## src/rtl/sad_search.sv

```systemverilog
// Sum-of-absolute-differences block-matching engine: streams NUM_CAND candidates of
// BLOCK_LEN pairs, reports each SAD and tracks the best. Optional pruning: SAD_EARLY_TERM_EN.
module sad_search #(
    parameter  int DATA_W    = 8,
    parameter  int BLOCK_LEN = 256,
    parameter  int NUM_CAND  = 16,
    localparam int SUM_W     = DATA_W + $clog2(BLOCK_LEN),
    localparam int IDX_W     = (NUM_CAND > 1) ? $clog2(NUM_CAND) : 1
) (
    input  logic              clk,
    input  logic              rst_i,
    input  logic              start_i,
    input  logic              in_valid_i,
    output logic              in_ready_o,
    input  logic [DATA_W-1:0] dta_i,
    input  logic [DATA_W-1:0] dtb_i,
    output logic              sad_valid_o,
    output logic [SUM_W-1:0]  sad_o,
    output logic [IDX_W-1:0]  sad_idx_o,
    output logic              best_valid_o,
    output logic [SUM_W-1:0]  best_sad_o,
    output logic [IDX_W-1:0]  best_idx_o,
    output logic              busy_o
);

    // state | meaning
    // IDLE  | waiting for start_i, results of last search held
    // ACCUM | accepting pairs of the current candidate
    // DRAIN | last pair taken, waiting for the pipeline to report the SAD
    // DONE  | search finished, publish best_valid_o and drop busy_o
    typedef enum logic [1:0] {IDLE, ACCUM, DRAIN, DONE} state_t;

    localparam int CNT_W = $clog2(BLOCK_LEN);
    localparam logic [CNT_W-1:0] PAIR_LAST = CNT_W'(BLOCK_LEN - 1);
    localparam logic [IDX_W-1:0] CAND_LAST = IDX_W'(NUM_CAND - 1);

    state_t            state_q;
    logic              arm_q;
    logic [CNT_W-1:0]  pair_cnt_q;
    logic [IDX_W-1:0]  cand_q;

    logic              s1_vld_q;
    logic              s1_last_q;
    logic [DATA_W-1:0] s1_diff_q;
    logic              s2_last_q;
    logic [SUM_W-1:0]  acc_q;

    logic              accept;
    logic              prune_now;
    logic              take_best;
    logic [DATA_W-1:0] abs_diff;

    assign in_ready_o = (state_q == ACCUM);
    assign accept     = in_valid_i && in_ready_o;
    assign abs_diff   = (dta_i > dtb_i) ? (dta_i - dtb_i) : (dtb_i - dta_i);

`ifdef SAD_EARLY_TERM_EN
    logic pruned_q;
    // Candidate 0 seeds best_sad_o, so it can never be pruned.
    assign prune_now = (cand_q != '0) && (pruned_q || (acc_q >= best_sad_o));
`else
    assign prune_now = 1'b0;
`endif

    assign take_best = s2_last_q && !prune_now && ((cand_q == '0) || (acc_q < best_sad_o));

    // arm_q stays low through the reset-release edge so a start there is ignored.
    always_ff @(posedge clk or posedge rst_i) begin
        if (rst_i) begin
            state_q      <= IDLE;
            arm_q        <= 1'b0;
            pair_cnt_q   <= '0;
            cand_q       <= '0;
            busy_o       <= 1'b0;
            best_valid_o <= 1'b0;
            best_sad_o   <= '0;
            best_idx_o   <= '0;
        end else begin
            arm_q <= 1'b1;
            case (state_q)
                IDLE: begin
                    if (start_i && arm_q) begin
                        state_q      <= ACCUM;
                        pair_cnt_q   <= PAIR_LAST;
                        cand_q       <= '0;
                        busy_o       <= 1'b1;
                        best_valid_o <= 1'b0;
                        best_sad_o   <= '0;
                        best_idx_o   <= '0;
                    end
                end
                ACCUM: begin
                    if (accept) begin
                        if (pair_cnt_q == '0) state_q <= DRAIN;
                        else                  pair_cnt_q <= pair_cnt_q - 1'b1;
                    end
                end
                DRAIN: begin
                    if (s2_last_q) begin
                        if (cand_q == CAND_LAST) begin
                            state_q <= DONE;
                        end else begin
                            state_q    <= ACCUM;
                            cand_q     <= cand_q + 1'b1;
                            pair_cnt_q <= PAIR_LAST;
                        end
                    end
                end
                DONE: begin
                    state_q      <= IDLE;
                    busy_o       <= 1'b0;
                    best_valid_o <= 1'b1;
                end
                default: state_q <= IDLE;
            endcase
            if (take_best) begin
                best_sad_o <= acc_q;
                best_idx_o <= cand_q;
            end
        end
    end

    // Two-stage datapath: |a-b| register, then accumulate; report and clear together.
    always_ff @(posedge clk or posedge rst_i) begin
        if (rst_i) begin
            s1_vld_q    <= 1'b0;
            s1_last_q   <= 1'b0;
            s1_diff_q   <= '0;
            s2_last_q   <= 1'b0;
            acc_q       <= '0;
            sad_valid_o <= 1'b0;
            sad_o       <= '0;
            sad_idx_o   <= '0;
`ifdef SAD_EARLY_TERM_EN
            pruned_q    <= 1'b0;
`endif
        end else begin
            s1_vld_q    <= accept;
            s1_last_q   <= accept && (pair_cnt_q == '0);
            s1_diff_q   <= accept ? abs_diff : '0;
            s2_last_q   <= s1_last_q;
            sad_valid_o <= s2_last_q;
            if (s2_last_q) begin
                sad_o     <= prune_now ? {SUM_W{1'b1}} : acc_q;
                sad_idx_o <= cand_q;
                acc_q     <= '0;
`ifdef SAD_EARLY_TERM_EN
                pruned_q  <= 1'b0;
`endif
            end else begin
`ifdef SAD_EARLY_TERM_EN
                if (s1_vld_q && !pruned_q) acc_q <= acc_q + SUM_W'(s1_diff_q);
                if (cand_q != '0 && acc_q >= best_sad_o && state_q != IDLE) pruned_q <= 1'b1;
`else
                if (s1_vld_q) acc_q <= acc_q + SUM_W'(s1_diff_q);
`endif
            end
        end
    end

endmodule
```

## config.mk

```make
export PLATFORM = sky130hd
export DESIGN_NAME = sad_search
export DESIGN_NICKNAME = d
export VERILOG_FILES = /design/src/rtl/sad_search.sv
export SDC_FILE = /design/constraint.sdc
export NUM_CORES = 1
export LEC_CHECK = 0
export ABC_AREA = 0
export BUFFER_PORTS_ARGS = -buffer_cell sky130_fd_sc_hd__buf_2
export CAP_MARGIN = 20
export CORE_MARGIN = 1.5
export CORE_UTILIZATION = 42
export CTS_BUF_LIST = sky130_fd_sc_hd__clkbuf_8
export CTS_CLUSTER_SIZE = 40
export DETAILED_ROUTE_END_ITERATION = 7
export PLACE_DENSITY = 0.59
export REMOVE_ABC_BUFFERS = 1
export SLEW_MARGIN = 10
export SYNTH_ARGS = -nofsm -noshare
export SYNTH_HDL_FRONTEND = slang
export SYNTH_SLANG_ARGS = --single-unit
```

## constraint.sdc

```tcl
create_clock -name clk -period 2.6 [get_ports clk]
set_input_delay 0 -clock clk [delete_from_list [all_inputs] [get_ports clk]]
set_output_delay 0 -clock clk [all_outputs]
set_load 0.02 [all_outputs]
```

==> results.py, run 1 <==
metrics = {
    "place": {
        "portBuffers": 63,
        "place.gp.congestion": 0.890,
        "dpl.hpwl_um": 8560,
        "pre_cts_ws_ns": 0.281,
    },
    "power": {
        "p_leak_nw": 2.79,
        "finalPower_mw": 4.13,
        "p_per_area_nw_per_um2": 704,
        "ir_drop_uv": 318,
    },
    "route": {
        "wire_per_inst_um": 15.3,
        "firstDrtPassIters": 5,
        "num_vias": 4132,
        "first_iter_violations": 176,
        "vias_per_cell": 5.47,
        "drc": 0,
        "routed_wl_um": 11600,
        "antenna_left": 0,
    },
    "cts": {
        "post_cts_resized": 0,
        "clock_sinks": 85,
        "cts_root_buf": "clkbuf_8",
        "cts_hold_buf": 2,
        "clkTransAtPathRegs_ns": 0.09,
        "clock_path_buffers": 2,
        "postCtsSetupBuffers": 0,
        "cts_max_level": 3,
        "insertion_delay_ns": 0.38,
        "cts_buffers": 9,
        "cts_tree": "built",
    },
    "logic_synthesis": {
        "avgSynthCellArea_sq_um": 9.63,
        "yosysSeqAreaShare_pct": 41.5,
        "synthDistinctLibCells": 63,
        "netlist_area_sq_um": 5120,
        "synthCells": 532,
        "synth-main-ff-cell": "dfrtp_1",
        "synth_edf_count": 0,
        "ys_warn_count": 0,
        "ys_async_sr_fraction_pct": 100,
        "yosys_register_bits": 85,
    },
    "setup_path": {
        "critPathSlowestCell": "a2111o_1",
        "critPathLaunchType": "flip-flop",
        "crit_path_max_incr_delay_ns": 0.45,
        "worst_r2r_path_depth": 6,
        "arrival_ns": 2.63,
        "required_ns": 2.89,
        "rrSetupSlack_ns": 0.26,
        "path_cells": "ha_1, a21oi_1, a2111o_1, or2_4, o221a_4, o32ai_2",
        "cp_max_fo": 20,
        "r2r_start": "acc_q[7]",
        "end_kind": "flip-flop",
        "r2r_end": "best_sad_o[2]",
        "crit_type": "flip-flop to flip-flop",
    },
    "job": {
        "cap_violations": 0,
    },
    "timing": {
        "fmax_mhz": 428,
        "worstMarginPinSlew_ns": 0.664,
        "fin_skew_ns": 0.0106,
        "maxSlewHeadroom_pct": 55.3,
        "final.setup.worst_slack_ns": 0.262,
        "grt_setup_unrepaired": "no",
        "period_needed_ns": 2.34,
        "tns_ns": 0,
        "hold_viol": 0,
        "hold_ws_ns": 0.0277,
        "period_share_pct": 89.9,
        "finalSetupViolCount": 0,
        "slew_viol_final": 0,
    },
    "global_route": {
        "grt_pass1_vias": 4099,
        "global_route.usage.total_pct": 19.1,
        "grtUsageMet3_pct": 4.99,
        "grt_max_degree": 40,
        "grt-ovfl-total": 0,
        "met2_usage_pct": 32.3,
        "grt-busiest-layer": "met2",
        "grt_pass1_wl_um": 19400,
        "antenna_found_initial": 0,
        "use_met1_pct": 24.3,
    },
    "min_path": {
        "hp-class": "input pin to flip-flop",
        "holdPathEnd": "s1_diff_q[0]",
        "min_from": "dta_i[0]",
        "worstHoldPathCells": 4,
    },
    "final_layout": {
        "multi_input_area_sq_um": 2670,
        "antennaDiodeCount": 0,
        "finish.utilization_pct": 49.0,
        "syn_to_final_growth_pct": 14.5,
        "nFillCells": 1151,
        "fin_nets": 667,
        "layout-drive-gt1-share_pct": 20.1,
        "layout.area.seq_sq_um": 2130,
    },
    "floorplan": {
        "fp.dieW_um": 113,
        "row_count": 40,
        "start_util_pct": 42.8,
        "die_h_um": 113,
        "coreArea_sq_um": 12000,
        "die-area_sq_um": 12900,
        "io-pin-count": 64,
    },
    "status": {
        "status": "finished, final reports clean",
    },
}
-- logic make-up (layout without fill, tap and decap cells) --
family | Yosys count | count (layout) | share of synthesized area (%)
xor gates and xnor gates | 15 | 15 | 2.57
AOI/OAI and AO/OA | 149 | 149 | 22.2
DFF | 85 | 85 | 41.5
other | 1 | 1 | 0.0732
buffers and inverters | 84 | 160 | 6.69
adders and majority gates | 44 | 44 | 11.2
muxes | 7 | 7 | 1.42
and+or+nand+nor | 147 | 147 | 14.3
-- cell usage after synthesis, types with 4 or more instances --
master / instances / area share, %
mux2i_1: 5 / 0.98
inv_1: 64 / 4.7
dfrtp_1: 85 / 42
o21a_1: 5 / 0.73
buf_2: 4 / 0.39
a21o_1: 6 / 0.88
nand3_1: 12 / 1.2
clkbuf_1: 11 / 0.81
o32ai_2: 16 / 5.1
nand3b_1: 4 / 0.59
xor2_1: 12 / 2.1
a21oi_1: 30 / 2.9
and3_1: 5 / 0.61
or3_1: 8 / 0.98
a31oi_1: 4 / 0.49
o211ai_1: 4 / 0.59
nor2_1: 22 / 1.6
a211oi_1: 8 / 1.2
o22ai_1: 4 / 0.49
nand2_1: 55 / 4.0
o2111ai_1: 4 / 0.68
nand4_1: 11 / 1.3
ha_1: 41 / 10
o21ai_0: 42 / 4.1
nor3_1: 7 / 0.68
-- registers in the layout (all words and copies together) (netlist names), 2 cells and up --
register and count:
sad_idx_o 4, best_idx_o 4, s1_diff_q 8, sad_o 16, state_q 2, pair_cnt_q 8
cand_q 4, acc_q 16, best_sad_o 16
-- cell type report --
class                           count  share of cell area, %
Tap cell                          147                   3.14
Sequential cell                    85                   36.3
Inverter                           65                   4.18
Timing Repair Buffer               79                   7.51
Clock inverter                      7                   1.28
Clock buffer                        9                   2.11
Multi-Input combinational cell    363                   45.5
-- metrics by stage --
step | instances | cell area [sq um]
after CTS | 755 | 5860
after detailed placement | 737 | 5640
after floorplan | 513 | 5020
final | 755 | 5860
after global placement | 737 | 5640
after global routing | 755 | 5860
-- worst max-delay path: cells and delay by family, from the launching register on --
family	cells	cell delay [ns]
compound gates	4	1.17
fa+ha+maj	1	0.36
flops	1	0.42
simple gates	1	0.28
-- placed cells by master, fill, tap and decap left out, types with 8 or more instances in the layout --
cell type  count
a211oi_1       8
a21oi_1       30
buf_2         63
buf_4         14
clkbuf_8       9
dfrtp_1       84
ha_1          41
inv_1         63
nand2_1       55
nand3_1       12
nand4_1       11
nor2_1        22
o21ai_0       42
o32ai_2       16
or3_1          8
xor2_1        12
-- how the worst max path moves through the flow --
| stage | from | endpoint | cells past startpoint |
|---|---|---|---|
| floorplan | state_q[0] | cand_q[3] | 4 |
| global placement | acc_q[7] | best_sad_o[3] | 6 |
| detailed placement | acc_q[7] | best_sad_o[15] | 6 |
| CTS | acc_q[7] | best_sad_o[15] | 6 |
| global route | dtb_i[0] | s1_diff_q[3] | 10 |
| finish | acc_q[7] | best_sad_o[2] | 6 |
-- power breakdown --
part / switching [mW] / leakage, nW / internal (mW)
Combinational: 0.850 / 1.60 / 0.616
Sequential: 0.202 / 1.10 / 1.51
Clock: 0.504 / 0.0918 / 0.446
-- metal layers --
layer  wire length [um]  vias to the layer above
li1                   -                     2052
met1               5350                     1991
met2               5590                       70
met3                441                       19
met4                200                        0
met5                  0                        -
Note: power is estimated with default switching activity, not from simulation.
==> inputs of run 2 (changes only) <==
- CORE_ASPECT_RATIO: not set -> 0.75
==> run 2 against run 1 <==
Net effect: flip-flop and latch count unchanged; combinational power about the same; die area about the same; worst setup slack better by 0.029 ns; non-clock buffer count unchanged; first-iteration DRC count up 34%; register-to-register slack better by 0.05 ns; maximum frequency up 1.3%; sequential power about the same.
==> results.py, run 2 (synthesis results as in run 1) <==
metrics = {
    "cts": {
        "cts_tree": "built",
        "cts_max_level": 3,
        "clock_sinks": 85,
        "clock_path_buffers": 2,
        "postCtsSetupBuffers": 0,
        "clkTransAtPathRegs_ns": 0.08,
        "cts_root_buf": "clkbuf_8",
        "cts_buffers": 9,
        "insertion_delay_ns": 0.37,
        "post_cts_resized": 0,
        "cts_hold_buf": 2,
    },
    "floorplan": {
        "io-pin-count": 64,
        "start_util_pct": 43.6,
        "fp.dieW_um": 131,
        "die_h_um": 98.6,
        "row_count": 34,
        "die-area_sq_um": 12900,
        "coreArea_sq_um": 11700,
    },
    "place": {
        "pre_cts_ws_ns": 0.330,
        "dp_cells": 752,
        "place.gp.congestion": 0.873,
        "portBuffers": 63,
        "placed_area_sq_um": 5690,
        "dpl.hpwl_um": 8800,
    },
    "power": {
        "p_leak_nw": 2.79,
        "ir_drop_uv": 332,
        "p_per_area_nw_per_um2": 693,
    },
    "global_route": {
        "antenna_found_initial": 0,
        "grt_max_degree": 38,
        "grt-ovfl-total": 0,
        "grt_pass1_vias": 4059,
        "global_route.usage.total_pct": 19.9,
        "grt_pass1_wl_um": 20100,
    },
    "route": {
        "firstDrtPassIters": 4,
        "routed_wl_um": 11700,
        "first_iter_violations": 235,
        "vias_per_cell": 5.35,
        "drc": 0,
        "wire_per_inst_um": 15.2,
        "antenna_left": 0,
        "num_vias": 4119,
    },
    "min_path": {
        "hp-class": "input pin to flip-flop",
    },
    "timing": {
        "finalSetupViolCount": 0,
        "slew_viol_final": 0,
        "fmax_mhz": 433,
        "fin_skew_ns": 0.0120,
        "hold_viol": 0,
        "final.setup.worst_slack_ns": 0.292,
        "hold_ws_ns": 0.0425,
        "maxSlewHeadroom_pct": 55.8,
        "period_needed_ns": 2.31,
        "worstMarginPinSlew_ns": 0.658,
        "period_share_pct": 88.8,
        "grt_setup_unrepaired": "no",
    },
    "final_layout": {
        "syn_to_final_growth_pct": 15.1,
        "layout-drive-gt1-share_pct": 20.1,
        "antennaDiodeCount": 0,
        "fin_cells": 770,
        "fin_nets": 667,
        "final_cell_mix": "dfrtp_1, inv_1, buf_2",
        "largest_registers": "acc_q (16), best_sad_o (16), sad_o (16)",
        "final_cell_area_sq_um": 5890,
        "layout_commonest_cell": "dfrtp_1",
    },
    "setup_path": {
        "cp_max_fo": 9,
        "end_kind": "flip-flop",
        "required_ns": 2.89,
        "crit_type": "input pin to flip-flop",
        "arrival_ns": 2.60,
        "critPathLaunchType": "input pin",
    },
    "status": {
        "status": "finished, final reports clean",
    },
    "job": {
        "cap_violations": 0,
    },
}
[run 2: changes by cell type in the layout (fill, tap and decap cells not counted), sizes merged]
cell,delta
clkbuf,+1
clkinv,+1
bufinv,-1
clkinvlp,-1
[run 2: worst max-delay path: stages]
cell           delay (ns)
dlygate4sd3_1        0.52
buf_2                0.11
ha_1                 0.17
inv_1                0.06
fa_1                 0.41
a21o_1               0.22
a221o_1              0.41
o21ai_2              0.39
a31oi_1              0.14
a21oi_1              0.17
[run 2: metal layers]
| layer | part of all wire, % | global-route usage (%) | routed length [um] |
|---|---|---|---|
| met5 | 0 | 0 | 0 |
| met4 | 0.81 | 4.31 | 95 |
| met3 | 5.1 | 4.34 | 592 |
| met2 | 43 | 29.2 | 4990 |
| met1 | 51 | 30.1 | 6030 |
[run 2: final cells by class]
cell class | count | area, sq um
Inverter | 65 | 245
Multi-Input combinational cell | 363 | 2670
Sequential cell | 85 | 2130
Fill cell | 1132 | 5850
Clock buffer | 10 | 138
Tap cell | 162 | 203
Clock inverter | 6 | 46.3
Timing Repair Buffer | 79 | 465
[run 2: final timing paths]
kind | slack (ns) | start | cells past startpoint | to
setup / recovery | 0.29 | dtb_i[0] | 10 | s1_diff_q[2]
hold / removal | 0.04 | dta_i[0] | 4 | s1_diff_q[0]
setup reg to reg | 0.31 | acc_q[15] | 6 | best_sad_o[11]
hold reg to reg | 0.35 | s1_last_q | 0 | s2_last_q
max in group asynchronous | 1.72 | rst_i | 4 | s2_last_q
min in group asynchronous | 0.22 | rst_i | 3 | sad_idx_o[3]
[run 2: where the power goes]
part / internal (mW) / switching [mW]
Clock: 0.378 / 0.504
Combinational: 0.630 / 0.868
Sequential: 1.51 / 0.194
Total: 2.52 / 1.57
[run 2: metrics by stage]
stage,power (mW),setup TNS [ns],util (%)
finish,4.09,0,50.2
global route,4.41,0,50.2
CTS,4.12,0,50.2
detailed placement,3.22,0,48.4
global placement,3.18,0,48.4
floorplan,2.79,-28.91,-
==> inputs of run 3 (changes only) <==
- RECOVER_POWER: not set -> 25
- SLEW_MARGIN: 10 -> 0
==> run 3 against run 2 <==
Net effect: hold slack lost 0.00051 ns; largest power group unchanged; cell count unchanged; critical path depth unchanged; highest routed layer unchanged; non-clock buffer count is the same; clock skew hardly changed; count of clock-buffer cells in the layout is the same; final area decreased by 0.36%; register-to-register slack hardly changed; sequential power hardly changed; critical path type unchanged.
==> results.py, run 3 (synthesis results as in run 1) <==
metrics = {
    "final_layout": {
        "antennaDiodeCount": 0,
        "syn_to_final_growth_pct": 14.6,
        "finish.utilization_pct": 50.0,
        "layout-drive-gt1-share_pct": 19.6,
        "layout_commonest_cell": "dfrtp_1",
        "nFillCells": 1135,
        "multi_input_area_sq_um": 2670,
        "final_cell_mix": "dfrtp_1, inv_1, buf_2",
        "largest_registers": "acc_q (16), best_sad_o (16), sad_o (16)",
        "fin_nets": 667,
        "layout.area.seq_sq_um": 2130,
    },
    "power": {
        "p_leak_nw": 2.77,
        "p_per_area_nw_per_um2": 696,
        "ir_drop_uv": 331,
    },
    "route": {
        "num_vias": 4119,
        "firstDrtPassIters": 4,
        "antenna_left": 0,
        "drc": 0,
        "first_iter_violations": 196,
        "routed_wl_um": 11700,
        "wire_per_inst_um": 15.2,
        "vias_per_cell": 5.35,
    },
    "min_path": {
        "holdPathEnd": "s1_diff_q[0]",
        "worstHoldPathCells": 4,
        "hp-class": "input pin to flip-flop",
        "min_from": "dta_i[0]",
    },
    "setup_path": {
        "critPathLaunchType": "input pin",
        "crit_type": "input pin to flip-flop",
        "rrSetupSlack_ns": 0.31,
        "required_ns": 2.89,
        "r2r_start": "acc_q[15]",
        "end_kind": "flip-flop",
        "arrival_ns": 2.59,
        "worst_r2r_path_depth": 6,
        "cp_max_fo": 9,
        "r2r_end": "best_sad_o[11]",
    },
    "cts": {
        "insertion_delay_ns": 0.37,
        "clock_path_buffers": 2,
        "clock_sinks": 85,
        "cts_buffers": 9,
        "cts_tree": "built",
        "cts_root_buf": "clkbuf_8",
        "clkTransAtPathRegs_ns": 0.08,
        "cts_max_level": 3,
        "post_cts_resized": 0,
    },
    "timing": {
        "slew_viol_final": 0,
        "worstMarginPinSlew_ns": 1.38,
        "fin_skew_ns": 0.0122,
        "maxSlewHeadroom_pct": 7.57,
        "finalSetupViolCount": 0,
        "tns_ns": 0,
        "period_needed_ns": 2.30,
        "hold_viol": 0,
        "grt_setup_unrepaired": "no",
        "fmax_mhz": 435,
        "period_share_pct": 88.5,
    },
    "global_route": {
        "grt_max_degree": 38,
        "global_route.usage.total_pct": 19.9,
        "grt_pass1_vias": 4059,
        "antenna_found_initial": 0,
        "grt-ovfl-total": 0,
        "grt_pass1_wl_um": 20100,
    },
    "job": {
        "cap_violations": 0,
    },
    "place": {
        "dpl.hpwl_um": 8800,
        "portBuffers": 63,
        "place.gp.congestion": 0.873,
    },
    "floorplan": {
        "coreArea_sq_um": 11700,
        "io-pin-count": 64,
        "row_count": 34,
        "start_util_pct": 43.6,
        "fp.dieW_um": 131,
        "die_h_um": 98.6,
        "die-area_sq_um": 12900,
    },
    "status": {
        "status": "finished, final reports clean",
    },
}
run 3: routing by layer:
layer / global-route usage [%] / share of wire [%] / up-vias
li1: - / - / 2044
met1: 30.1 / 51 / 1981
met2: 29.2 / 43 / 84
met3: 4.34 / 5.2 / 10
met4: 4.31 / 0.83 / 0
met5: 0 / 0 / -
run 3: critical path: stages:
cell	delay (ns)
dlygate4sd3_1	0.52
buf_2	0.11
ha_1	0.17
inv_1	0.06
fa_1	0.41
a21o_1	0.22
a221o_1	0.41
o21ai_2	0.38
a31oi_1	0.14
a21oi_1	0.17
run 3: worst max-delay path by stage:
stage | start | to | slack, ns | cells after the start
5_1_grt | dtb_i[0] | s1_diff_q[3] | 0.17 | 10
4_1_cts | acc_q[15] | best_sad_o[11] | 0.30 | 6
3_3_place_gp | acc_q[7] | best_sad_o[11] | 0.39 | 6
3_5_place_dp | acc_q[7] | best_sad_o[1] | 0.33 | 6
6_report | dtb_i[0] | s1_diff_q[2] | 0.30 | 10
2_1_floorplan | state_q[0] | cand_q[3] | -1.92 | 4
run 3: timing repair:
action                    4_1_cts  5_1_grt
hold endpoints to repair       30        0
setup buffers                   0        0
hold buffers                    2        0
run 3: through the flow:
stage | hold slack, ns | instances | total power [mW] | setup slack (ns) | area [sq um]
5_1_grt | 0.0704 | 770 | 4.41 | 0.165 | 5870
3_3_place_gp | 0.0615 | 752 | 3.18 | 0.388 | 5690
4_1_cts | 0.0313 | 770 | 4.12 | 0.302 | 5890
6_report | 0.0420 | 770 | 4.08 | 0.300 | 5870
3_5_place_dp | 0.0803 | 752 | 3.22 | 0.330 | 5690
2_1_floorplan | 0.196 | 513 | 2.79 | -1.92 | 5020
run 3: power by group:
group	total, mW	leakage, nW	switching [mW]	internal, mW
Clock	0.881	0.0889	0.504	0.378
Sequential	1.71	1.10	0.195	1.51
Combinational	1.50	1.58	0.868	0.628
run 3: layout make-up:
type                    instances  share of cell area (%)
clock buffers                  10                    2.34
multi-input cells             363                    45.4
well taps                     162                    3.45
clock inverters                 6                   0.789
repair buffers                 79                    7.57
inverters                      65                    4.18
flip-flops and latches         85                    36.3
